File: src/rtl/mul_div_unit.sv
// Iterative RV32M multiply/divide unit; optional MULDIV_FAST_MUL_EN gives single-cycle multiplies.
// Latency: 32 edges from capture to RESULT_VALID when iterating, 1 edge for fast paths.
// Backpressure: START is ignored while BUSY or while a fast-path result is pending; nothing is queued.
module mul_div_unit #(
  parameter int WIDTH = 32
) (
  input  logic             CLK,
  input  logic             RESET_N,
  input  logic             START,
  input  logic [2:0]       FUNCT3,
  input  logic [WIDTH-1:0] OPERAND1,
  input  logic [WIDTH-1:0] OPERAND2,
  input  logic [4:0]       DEST_ADDRESS,
  input  logic             FLUSH,
  output logic             BUSY,
  output logic             RESULT_VALID,
  output logic [WIDTH-1:0] RESULT,
  output logic [4:0]       RESULT_ADDRESS
);
  typedef enum logic [1:0] {IDLE, CALC, DONE} state_t;
  localparam logic [WIDTH-1:0] MIN_INT = {1'b1, {(WIDTH-1){1'b0}}};

  state_t             state, state_nxt;
  logic [2:0]         op_q;
  logic [4:0]         dest_q, cnt;
  logic               neg_q, fast_q;
  logic [WIDTH-1:0]   opnd_q;
  logic [2*WIDTH-1:0] acc;

  logic               is_mul, sgn1, sgn2, neg_in, div_zero, div_ovf, fast_hit, accept;
  logic [WIDTH-1:0]   mag1, mag2, fast_val;

  always_comb begin
    is_mul   = !FUNCT3[2];
    sgn1     = OPERAND1[WIDTH-1] & (is_mul ? (FUNCT3[1:0] == 2'd1 || FUNCT3[1:0] == 2'd2) : !FUNCT3[0]);
    sgn2     = OPERAND2[WIDTH-1] & (is_mul ? (FUNCT3[1:0] == 2'd1) : !FUNCT3[0]);
    mag1     = sgn1 ? -OPERAND1 : OPERAND1;
    mag2     = sgn2 ? -OPERAND2 : OPERAND2;
    // Remainder takes the dividend's sign; products and quotients take the XOR.
    neg_in   = (!is_mul && FUNCT3[1]) ? sgn1 : (sgn1 ^ sgn2);
    div_zero = !is_mul && (OPERAND2 == '0);
    div_ovf  = !is_mul && !FUNCT3[0] && (OPERAND1 == MIN_INT) && (OPERAND2 == '1);
  end

`ifdef MULDIV_FAST_MUL_EN
  logic signed [2*WIDTH-1:0] fm_a, fm_b, fm_p;
  always_comb begin
    fm_a = {{WIDTH{sgn1}}, OPERAND1};
    fm_b = {{WIDTH{sgn2}}, OPERAND2};
    fm_p = fm_a * fm_b;
  end
`endif

  always_comb begin
    fast_hit = div_zero | div_ovf;
    fast_val = '0;
    if (div_zero)
      fast_val = FUNCT3[1] ? OPERAND1 : '1;
    else if (div_ovf)
      fast_val = FUNCT3[1] ? '0 : MIN_INT;
`ifdef MULDIV_FAST_MUL_EN
    if (is_mul) begin
      fast_hit = 1'b1;
      fast_val = (FUNCT3[1:0] == 2'd0) ? fm_p[WIDTH-1:0] : fm_p[2*WIDTH-1:WIDTH];
    end
`endif
  end

  assign accept = (state != CALC) && !fast_q && START && !FLUSH;

  // acc holds {partial product, multiplier} or {remainder, dividend/quotient}.
  logic [2*WIDTH-1:0] acc_nxt, prod_fix;
  logic [WIDTH:0]     mul_sum, shifted;
  logic [WIDTH-1:0]   div_sub, div_sel, final_res;
  logic               no_borrow;

  always_comb begin
    mul_sum   = {1'b0, acc[2*WIDTH-1:WIDTH]} + (acc[0] ? {1'b0, opnd_q} : '0);
    shifted   = {acc[2*WIDTH-1:WIDTH], acc[WIDTH-1]};
    no_borrow = shifted >= {1'b0, opnd_q};
    div_sub   = shifted[WIDTH-1:0] - opnd_q;
    if (op_q[2])
      acc_nxt = no_borrow ? {div_sub, acc[WIDTH-2:0], 1'b1}
                          : {shifted[WIDTH-1:0], acc[WIDTH-2:0], 1'b0};
    else
      acc_nxt = {mul_sum, acc[WIDTH-1:1]};
    prod_fix = neg_q ? -acc_nxt : acc_nxt;
    div_sel  = op_q[1] ? acc_nxt[2*WIDTH-1:WIDTH] : acc_nxt[WIDTH-1:0];
    if (!op_q[2])
      final_res = (op_q[1:0] == 2'd0) ? prod_fix[WIDTH-1:0] : prod_fix[2*WIDTH-1:WIDTH];
    else
      final_res = neg_q ? -div_sel : div_sel;
  end

  always_ff @(posedge CLK or negedge RESET_N) begin
    if (!RESET_N) state <= IDLE;
    else          state <= state_nxt;
  end

  always_comb begin
    state_nxt    = state;
    BUSY         = (state == CALC);
    RESULT_VALID = (state == DONE);
    case (state)
      IDLE, DONE: begin
        state_nxt = IDLE;
        if (!FLUSH) begin
          if (fast_q)                  state_nxt = DONE;
          else if (START && !fast_hit) state_nxt = CALC;
        end
      end
      CALC: begin
        if (FLUSH)              state_nxt = IDLE;
        else if (cnt == 5'd0)   state_nxt = DONE;
      end
      default: state_nxt = IDLE;
    endcase
  end

  always_ff @(posedge CLK or negedge RESET_N) begin
    if (!RESET_N) begin
      op_q           <= '0;
      dest_q         <= '0;
      cnt            <= '0;
      neg_q          <= 1'b0;
      fast_q         <= 1'b0;
      opnd_q         <= '0;
      acc            <= '0;
      RESULT         <= '0;
      RESULT_ADDRESS <= '0;
    end else if (accept) begin
      op_q   <= FUNCT3;
      dest_q <= DEST_ADDRESS;
      neg_q  <= neg_in;
      fast_q <= fast_hit;
      opnd_q <= is_mul ? mag1 : mag2;
      cnt    <= fast_hit ? 5'd0 : 5'd31;
      // Fast-path result parks in acc and is published on the following edge.
      acc    <= fast_hit ? {{WIDTH{1'b0}}, fast_val}
                         : {{WIDTH{1'b0}}, (is_mul ? mag2 : mag1)};
    end else if (FLUSH) begin
      fast_q <= 1'b0;
    end else if (fast_q) begin
      fast_q         <= 1'b0;
      RESULT         <= acc[WIDTH-1:0];
      RESULT_ADDRESS <= dest_q;
    end else if (state == CALC) begin
      acc <= acc_nxt;
      if (cnt != 5'd0)
        cnt <= cnt - 5'd1;
      else begin
        RESULT         <= final_res;
        RESULT_ADDRESS <= dest_q;
      end
    end
  end
endmodule

File: config.mk
export PLATFORM = sky130hd
export DESIGN_NAME = mul_div_unit
export DESIGN_NICKNAME = d
export VERILOG_FILES = /design/src/rtl/mul_div_unit.sv
export SDC_FILE = /design/constraint.sdc
export NUM_CORES = 1
export LEC_CHECK = 0
export ABC_AREA = 1
export BUFFER_PORTS_ARGS = -buffer_cell sky130_fd_sc_hd__buf_4
export CORE_AREA = 2 2 193 233
export DETAILED_ROUTE_END_ITERATION = 7
export DIE_AREA = 0 0 195 235
export GPL_ROUTABILITY_DRIVEN = 1
export GPL_TIMING_DRIVEN = 0
export HOLD_SLACK_MARGIN = 0.12
export PLACE_DENSITY = 0.71
export REMOVE_ABC_BUFFERS = 1
export SLEW_MARGIN = 20
export SYNTH_ARGS = -nofsm -noshare
export SYNTH_HDL_FRONTEND = slang
export SYNTH_SLANG_ARGS = --single-unit
File: constraint.sdc
create_clock -name CLK -period 9.7 [get_ports CLK]
set_clock_uncertainty 0.05 [all_clocks]
set_input_delay 1.94 -clock CLK [delete_from_list [all_inputs] [get_ports CLK]]
set_output_delay 1.94 -clock CLK [all_outputs]
set_load 0.01 [all_outputs]
After elaboration in Yosys (flattened, before gate mapping) --
Cells that the tools add are included.
Storage, ports and cells: flip-flop bits (word level) 150, input port bits 76, logic and storage cells 104, output and inout bits 39
Cells by class: bitwise gates (word level) 6, order comparisons 1, eq/ne operators 11, $add $sub $neg 7, muxes and demuxes 43, reduce and logical (&&, ||, !) cells 26
Operators with widths (number):
- 32-bit 2-to-1 mux | 17
- 64-bit 2-to-1 mux | 7
- 32-bit negation | 3
- 32-bit equality test (second input constant) | 2
- 64-bit negation | 1
- 5-bit 2-to-1 mux | 9
- 32-bit by 32-bit adder with 33-bit output | 1
- 33-bit by 32-bit >= comparator with 1-bit output | 1
- 32-bit logical NOT | 1
- 32-bit subtractor | 1
- 1-bit logical AND | 9
- 2-bit 2-to-1 mux | 4
- 4-bit AND reduction | 2
- 2-bit by 1-bit inequality test with 1-bit output (second input constant) | 3
- 2-bit nonzero test | 3
- 5-bit logical NOT | 1
- 1-bit 2-to-1 mux | 5
- 5-bit nonzero test | 1
- 5-bit by 1-bit subtractor with 5-bit output (second input constant) | 1
- 2-bit by 1-bit equality test with 1-bit output (second input constant) | 2
- 2-bit equality test (second input constant) | 2
- 1-bit logical NOT | 4
- 2-bit logical NOT | 2
- 2-bit one-hot mux with 2 select lines | 1
- 9 further kinds | 11

Longest topological paths before layout --
Gate-level depths: netlist of run 1.
depth after elaboration 11, gate-level depth with buffers 35, depth with buffers taken out 35

Worst setup path before layout of run 1 --
OpenSTA, ideal clock, no wires.
path kind input -> register, from input port FUNCT3[1], to register acc[23], arrival 3987 ps, library setup time 131 ps, cell stages on the path 12, setup slack 5532 ps, data required time 9519 ps, buffers on the path 2, cell sequence clkinv_1 clkbuf_1 ha_1 o21ai_0 nand2_1 clkinv_1 buf_1 o21ai_0 xor2_1 a21oi_1 o221ai_1 o21ai_0
Between the ends: word-level cells in the longest chain between the ends 8, elaborated cells on any way between the ends 14
RTL lines:
- from (decl) | RTL line 10 | input logic [2:0] FUNCT3,
- 2-bit by 1-bit equality test with 1-bit output or 2-bit equality test (tied branches) | RTL line 35, 36
- 1-bit logical OR | RTL line 35 | sgn1 = OPERAND1[WIDTH-1] & (is_mul ? (FUNCT3[1:0] == 2'd1 || FUNCT3[1:0] == 2'd2) : !FUNCT3[0]);
- 1-bit 2-to-1 mux | RTL line 35
- 1-bit AND | RTL line 35
- 32-bit 2-to-1 mux | RTL line 37 | mag1 = sgn1 ? -OPERAND1 : OPERAND1;
- 32-bit 2-to-1 mux | RTL line 140 | : {{WIDTH{1'b0}}, (is_mul ? mag2 : mag1)};
- 32-bit 2-to-1 mux * | RTL line 139 | acc <= fast_hit ? {{WIDTH{1'b0}}, fast_val}
- 64-bit 2-to-1 mux * | RTL line 131 | end else if (accept) begin
- to (signal assigned) | RTL line 139
- to (signal assigned) | RTL line 148 | acc <= acc_nxt;
- to (decl) | RTL line 28 | logic [2*WIDTH-1:0] acc;
Every way passes the cells marked *; elsewhere a longest branch is shown, timed or not. A chain may end at the register's enable or synchronous reset.

Worst setup path after layout of run 1 --
from register opnd_q[15], to register RESULT[12]
Between the ends: word-level cells in the longest chain between the ends 10, elaborated cells on any way between the ends 13
RTL lines:
- from (decl) | RTL line 27 | logic [WIDTH-1:0] opnd_q;
- from (signal assigned) | RTL line 136 | opnd_q <= is_mul ? mag1 : mag2;
- 33-bit by 32-bit >= comparator with 1-bit output * | RTL line 80 | no_borrow = shifted >= {1'b0, opnd_q};
- 64-bit 2-to-1 mux * | RTL line 83 | acc_nxt = no_borrow ? {div_sub, acc[WIDTH-2:0], 1'b1}
- 64-bit 2-to-1 mux * | RTL line 82 | if (op_q[2])
- 64-bit negation or 32-bit 2-to-1 mux (tied branches) | RTL line 87, 88
- 64-bit 2-to-1 mux or 32-bit negation (tied branches) | RTL line 87, 92
- 32-bit 2-to-1 mux (on tied branches) | RTL line 90, 92
- 32-bit 2-to-1 mux * | RTL line 89 | if (!op_q[2])
- 32-bit 2-to-1 mux * | RTL line 149 | if (cnt != 5'd0)
- 32-bit 2-to-1 mux * | RTL line 147 | end else if (state == CALC) begin
- 32-bit 2-to-1 mux * | RTL line 143 | end else if (fast_q) begin
- to (signal assigned) | RTL line 145 | RESULT <= acc[WIDTH-1:0];
- to (signal assigned) | RTL line 152 | RESULT <= final_res;
- to (decl) | RTL line 17 | output logic [WIDTH-1:0] RESULT,
Every way passes the cells marked *; elsewhere a longest branch is shown, timed or not. The select of a mux whose other input is x is not followed.

==> results of run 1 <==
## worst register-to-register path: cells and delay by family, from the launching register on
| family | cells | cell delay, ns |
|---|---|---|
| buf+inv | 1 | 0.11 |
| fa+ha+maj | 2 | 0.64 |
| flops | 1 | 0.55 |
| compound gates | 4 | 0.84 |
| simple gates | 22 | 3.86 |
## worst min path at each step
stage / slack [ns] / startpoint / endpoint / depth (start not counted)
2_1_floorplan: 0.39 / dest_q[0]$_DFFE_PN0P_ / dest_q[0]$_DFFE_PN0P_ / 2
3_3_place_gp: 0.40 / dest_q[4]$_DFFE_PN0P_ / dest_q[4]$_DFFE_PN0P_ / 2
3_5_place_dp: 0.41 / dest_q[2]$_DFFE_PN0P_ / dest_q[2]$_DFFE_PN0P_ / 2
4_1_cts: 0.43 / dest_q[2]$_DFFE_PN0P_ / dest_q[2]$_DFFE_PN0P_ / 2
5_1_grt: 0.45 / dest_q[3]$_DFFE_PN0P_ / dest_q[3]$_DFFE_PN0P_ / 2
6_report: 0.42 / dest_q[1]$_DFFE_PN0P_ / dest_q[1]$_DFFE_PN0P_ / 2
## power by group through the flow
stage / Sequential (W) / Clock (W) / Combinational, W
3_5_place_dp: 0.00120 / 0 / 0.00572
5_1_grt: 0.00121 / 0.000699 / 0.00647
2_1_floorplan: 0.00111 / 0 / 0.00394
4_1_cts: 0.00119 / 0.000675 / 0.00575
6_report: 0.00120 / 0.000674 / 0.00590
3_3_place_gp: 0.00125 / 0 / 0.00565
## cells by family (layout without fill, tap and decap cells)
kind of cell	Yosys count	count (layout)
adders and majority gates	74	74
DFF	150	150
xor gates and xnor gates	98	98
AOI/OAI and AO/OA	561	561
and+or+nand+nor	1840	1840
buffers and inverters	610	646
## metal layers
layer	vias to the layer above	global-route usage [%]	part of all wire, %
met4	0	29.59	9.6
met3	296	4.062	8.1
li1	10882	-	-
met2	1184	54.86	43
met5	-	0	0
met1	10479	44.63	39
## sequential cells by signal, summed over array words and instances, names as in the netlist
| register | cells |
|---|---|
| opnd_q | 32 |
| cnt | 5 |
| dest_q | 5 |
| state | 2 |
| op_q | 3 |
| acc | 64 |
| neg_q | 1 |
| RESULT | 32 |
| RESULT_ADDRESS | 5 |
| fast_q | 1 |
## cells in the final DEF, fill, tap and decap left out, types with 6 or more instances in the layout
| cell | netlist | routed |
|---|---|---|
| nand4_1 | 56 | 56 |
| nand3_1 | 262 | 262 |
| o211ai_1 | 22 | 22 |
| nor4_1 | 8 | 8 |
| a22oi_1 | 9 | 9 |
| clkbuf_16 | 0 | 17 |
| o221ai_1 | 33 | 33 |
| buf_4 | 3 | 113 |
| nor2_1 | 332 | 326 |
| inv_1 | 474 | 470 |
| nor3_1 | 49 | 49 |
| and2_1 | 6 | 6 |
| nand3_2 | 27 | 27 |
| nand2_2 | 38 | 38 |
| o22ai_1 | 32 | 32 |
| a21oi_2 | 8 | 8 |
| ha_1 | 72 | 72 |
| xnor2_1 | 17 | 17 |
| nor3_2 | 6 | 6 |
| nor2_2 | 21 | 25 |
| inv_2 | 11 | 14 |
| o21ai_0 | 194 | 194 |
| o21ai_1 | 21 | 21 |
| o21bai_1 | 11 | 11 |
| nor2_4 | 10 | 12 |
| xor2_1 | 81 | 81 |
| dfrtp_1 | 150 | 145 |
| a21oi_1 | 174 | 174 |
| nand2_1 | 980 | 979 |
| or2_2 | 6 | 6 |
| o21ai_2 | 16 | 16 |
| buf_16 | 0 | 8 |
| a31oi_1 | 11 | 11 |
| nand3b_1 | 19 | 19 |
## through the flow
step           instances  worst slack [ns]  cell area, µm²  hold WS [ns]
4_1_cts             3928             3.613           21250        0.4266
2_1_floorplan       3214             3.022           18840        0.3922
3_5_place_dp        3896             3.171           20680        0.4092
3_3_place_gp        3887            -1.399           20400        0.4029
6_report            3928             3.553           21260        0.4239
5_1_grt             3928             3.275           21260        0.4472
## area by class of cell
| cell class | count | area, µm² |
|---|---|---|
| fillers | 4838 | 22250 |
| multi-input cells | 2573 | 13280 |
| flip-flops and latches | 150 | 3765 |
| inverters | 491 | 1848 |
| repair buffers | 123 | 1099 |
| well taps | 559 | 699.4 |
| clock buffers | 18 | 429.2 |
| clock inverters | 14 | 140.1 |
==> run metrics, run 1 <==
#FFs+latches synth=150; Initial Util=between 40% and 50%; Max clock buf depth=2; xor/xnor share of the synthesized area=4.417%; slowest stage delay, CP=0.75 ns; core area=approximately 0.044 mm²; Rows=84; internal power=~0.003 W; outcome=complete, no violations; Hold Buf Count CTS=0; detailed placement HPWL=about 65000 µm; yosys warns=0; setup TNS=0 ns; CP Depth=29; final wirelength=82380 µm; largest net degree at the start of global routing=just under 90; post-synthesis async set-or-reset flop share=100.0%; Max VDD drop=roughly 0.00019 V; leading area contributor after synthesis=dfrtp_1; count leader, synth=nand2_1; largest cells by area after synthesis=dfrtp_1 (19%), nand2_1 (19%), inv_1 (9.2%); fin nets=3506; post-route minimum period=6.147 ns; Critical Path AT=6.44 ns; WP data required=roughly 10 ns; complex-gate fraction of the synthesized area=between 15 and 20%; CP Buf/Inv Count=1; Syn Inst Count=3333; layout cell share with drive strength beyond 1=9.884%; CP endpoint=RESULT[12]$_DFFE_PN0P_; Worst-path clk slew=0.07 ns; Seq pwr share=15.5%; RR Startpoint=opnd_q[15]$_DFFE_PN0P_; Post-CTS Setup Inserts=0; root buf cell=clkbuf_16; Num CTS Buffers=17; delay-heaviest family, CP=simple AND/OR/NAND/NOR gates; Total Power=between 0.007 and 0.008 W; Critical-path top delay cell=nor2_4; RD Place Congestion=~1.0; worst r2r path cells=29; CTS tree=yes; Die Height=235 µm; antenna fix cells=0; Startpoint Class=flop; Primary FF master, synth=dfrtp_1; Achievable Freq=approximately 160 MHz; Setup-failing EPs final=0; CP Class=flop to flop; sequential share of the synthesized area=19.32%; largest family of logic cells by synthesized area=simple AND/OR/NAND/NOR gates; area growth from synthesis to layout=9.407%; worst-path maximum fanout=24; r2r endpoint=RESULT[12]$_DFFE_PN0P_; multiplexer area fraction after synthesis=0%; Crit. End Element=flop; Clock Latency Late Sink=0.46 ns; first-pass GRT wire length=124600 µm; P_leak=11.21 nW; Net Sw Power=0.004777 W; top-area cell type share of the netlist area=19.32%; CTS Sinks=150; Residual DRC=0; Adder-Cell Fraction of Synth Area=4.842%; Slew Limit Fails=0; total gr overflow=0; Chip Width=195 µm; Cell Area, Synth=0.01943 mm²; top cells by count, synth=nand2_1 (980), inv_1 (474), nor2_1 (332); via count of the first global-routing pass=21169; TritonRoute pass-1 iters=7; Hold Vio Cnt, Final=0; antenna-violating nets left=0; HP Class=flop to flop; Final Core Density=48.86%; die area=0.04583 mm²; Worst Tran Pin Value=1.133 ns; initial antenna violation count=0; Tcrit/Tclk final=63.37%; Clock power frac=8.7%; GRT Total Usage=35.58%; post-synthesis simple-gate area fraction=42.03%; power per cell area=365.8 mW/mm²; DR vias/cell=5.815; Reg2Reg Setup Slack=between 3 and 4 ns; Switching Share=61.43%; Starting DRT DRC Count=2369; Yosys cell types=63; maxcap violations=0; Resized Gates After CTS=0; per-cell routed wire length=20.97 µm; Critical Path Start=opnd_q[15]$_DFFE_PN0P_; Slew HR=between 20 and 25%; Mean Syn Cell Area=~6 µm²; via count of the routed design=22841; # H-tree levels=4; Ports=115; combinational fraction of design power=roughly 76%; most frequent CP cell=nand2_1; Port Buffer Count=114; RSZ-0062 raised after global routing=no; Post-synth EDFFs=0
(Power assumes the default switching activity.)
==> run 2, diff against run 1 <==
==> constraint.sdc (replaced) <==
create_clock -name CLK -period 6.4 [get_ports CLK]
set_clock_uncertainty 0.05 [all_clocks]
set_input_delay 1.28 -clock CLK [delete_from_list [all_inputs] [get_ports CLK]]
set_output_delay 1.28 -clock CLK [all_outputs]
set_load 0.01 [all_outputs]
==> run metrics, run 2 (synthesis gave the netlist of run 1 again) <==
outcome=complete, no violations; slowest stage delay, CP=between 0.5 and 0.6 ns; root buf cell=clkbuf_16; Place WS=0.5307 ns; worst-path maximum fanout=12; # H-tree levels=4; worst setup margin=between 0.6 and 0.7 ns; Starting DRT DRC Count=2311; internal power=0.004550 W; Port Buffer Count=114; setup TNS=0 ns; Slew Limit Fails=0; Net Sw Power=slightly above 0.007 W; Hold Vio Cnt, Final=0; worst r2r path cells=29; Achievable Freq=173.3 MHz; biggest regs=acc (64), RESULT (32), opnd_q (32); antenna-violating nets left=0; GRT Total Usage=35.58%; Max VDD drop=0.0002918 V; core area=0.04351 mm²; Num CTS Buffers=17; Switching Share=about three fifths; Post-CTS Setup Inserts=0; commonest non-fill, non-tap cells in the layout=nand2_1 (979), inv_1 (470), nor2_1 (326); Startpoint Class=flop; Die Height=about 240 µm; via count of the routed design=around 23000; die area=roughly 0.046 mm²; Clock power frac=under 10%; Chip Width=roughly 200 µm; r2r endpoint=RESULT[12]$_DFFE_PN0P_; Largest Register=acc; P_leak=between 10 and 15 nW; Max clock buf depth=2; Slew HR=between 20 and 25%; TritonRoute pass-1 iters=8; RSZ-0062 raised after global routing=no; post-route minimum period=5.770 ns; initial antenna violation count=0; Ports=115; per-cell routed wire length=between 20 and 25 µm; Setup-failing EPs final=0; Crit. End Element=flop; HP Class=flop to flop; most frequent CP cell=nand2_1; CP Class=flop to flop; Largest register FFs=64; Tcrit/Tclk final=approximately nine tenths; Seq pwr share=15.4%; final wirelength=82470 µm; most common cell after layout, fill and taps aside=nand2_1; Clock Latency Late Sink=0.46 ns; fin nets=3507; Resized Gates After CTS=0; Worst Tran Pin Value=1.165 ns; Worst-path clk slew=0.07 ns; layout cell share with drive strength beyond 1=under 10%; first-pass GRT wire length=124600 µm; Placed Area=around 0.021 mm²; RR Startpoint=opnd_q[13]$_DFFE_PN0P_; Initial Util=44.66%; Filler cells=roughly 4800; CTS Sinks=150; maxcap violations=0; CP endpoint=RESULT[12]$_DFFE_PN0P_; Reg2Reg Setup Slack=around 0.63 ns; combinational fraction of design power=75.9%; Hold Buf Count CTS=0; CTS tree=yes; Residual DRC=0; total gr overflow=0; detailed placement HPWL=65280 µm; Critical Path AT=6.06 ns; largest net degree at the start of global routing=87; Critical-path top delay cell=dfrtp_1; DR vias/cell=just under 6; via count of the first global-routing pass=21169; RD Place Congestion=1.048; final instance area=0.02127 mm²; WP data required=around 6.7 ns; Rows=84; Critical Path Start=opnd_q[13]$_DFFE_PN0P_; power per cell area=between 500 and 600 mW/mm²; area growth from synthesis to layout=9.439%; antenna fix cells=0
==> run 2: cell count changes in the layout (fill, tap and decap cells not counted), sizes merged <==
cell	previous run	this run
nor2	363	364
==> run 2: power by group through the flow <==
stage          sequential [W]  clock (W)  combinational (W)
2_1_floorplan         0.00169          0            0.00598
4_1_cts               0.00180    0.00102            0.00872
3_5_place_dp          0.00181          0            0.00867
3_3_place_gp          0.00189          0            0.00856
5_1_grt               0.00184    0.00106            0.00983
6_report              0.00182    0.00102            0.00896
==> run 2: worst min path at each step <==
stage,end,depth (start not counted),from,slack [ns]
floorplan,dest_q[0]$_DFFE_PN0P_,2,dest_q[0]$_DFFE_PN0P_,0.39
global placement,dest_q[4]$_DFFE_PN0P_,2,dest_q[4]$_DFFE_PN0P_,0.40
detailed placement,dest_q[2]$_DFFE_PN0P_,2,dest_q[2]$_DFFE_PN0P_,0.41
CTS,dest_q[2]$_DFFE_PN0P_,2,dest_q[2]$_DFFE_PN0P_,0.43
global route,dest_q[3]$_DFFE_PN0P_,2,dest_q[3]$_DFFE_PN0P_,0.45
finish,dest_q[1]$_DFFE_PN0P_,2,dest_q[1]$_DFFE_PN0P_,0.42
==> run 2: area by class of cell <==
cell class	count	area [µm²]	share of cell area, %
Inverter	491	1848	8.690
Clock inverter	14	140.1	0.6589
Clock buffer	18	429.2	2.018
Sequential cell	150	3765	17.70
Timing Repair Buffer	123	1099	5.166
Tap cell	559	699.4	3.289
Multi-Input combinational cell	2574	13290	62.48
==> run 2: per-layer routing <==
metal	GRT usage [%]	vias to the layer above	part of all wire (%)	wire (µm)
met1	44.63	10403	39	31990
li1	-	10876	-	-
met2	54.86	1194	43	35750
met4	29.59	0	9.7	8020
met3	4.062	300	8.1	6710
met5	0	-	0	0
==> run 2: critical path: cells and delay by family, from the launching register on <==
kind            cells  cell delay [ns]
flops               1             0.54
buf+inv             1             0.13
simple gates       22             3.47
compound gates      4             0.80
fa+ha+maj           2             0.62
==> run 2: stage by stage <==
stage               std cells  total power, W  hold slack [ns]  util [%]
global placement         3887         0.01045           0.4029     46.88
detailed placement       3896         0.01048           0.4092     47.54
floorplan                3214        0.007662           0.3922         -
CTS                      3928         0.01154           0.4266     48.84
global route             3929         0.01273           0.4472     48.88
finish                   3929         0.01179           0.4237     48.88
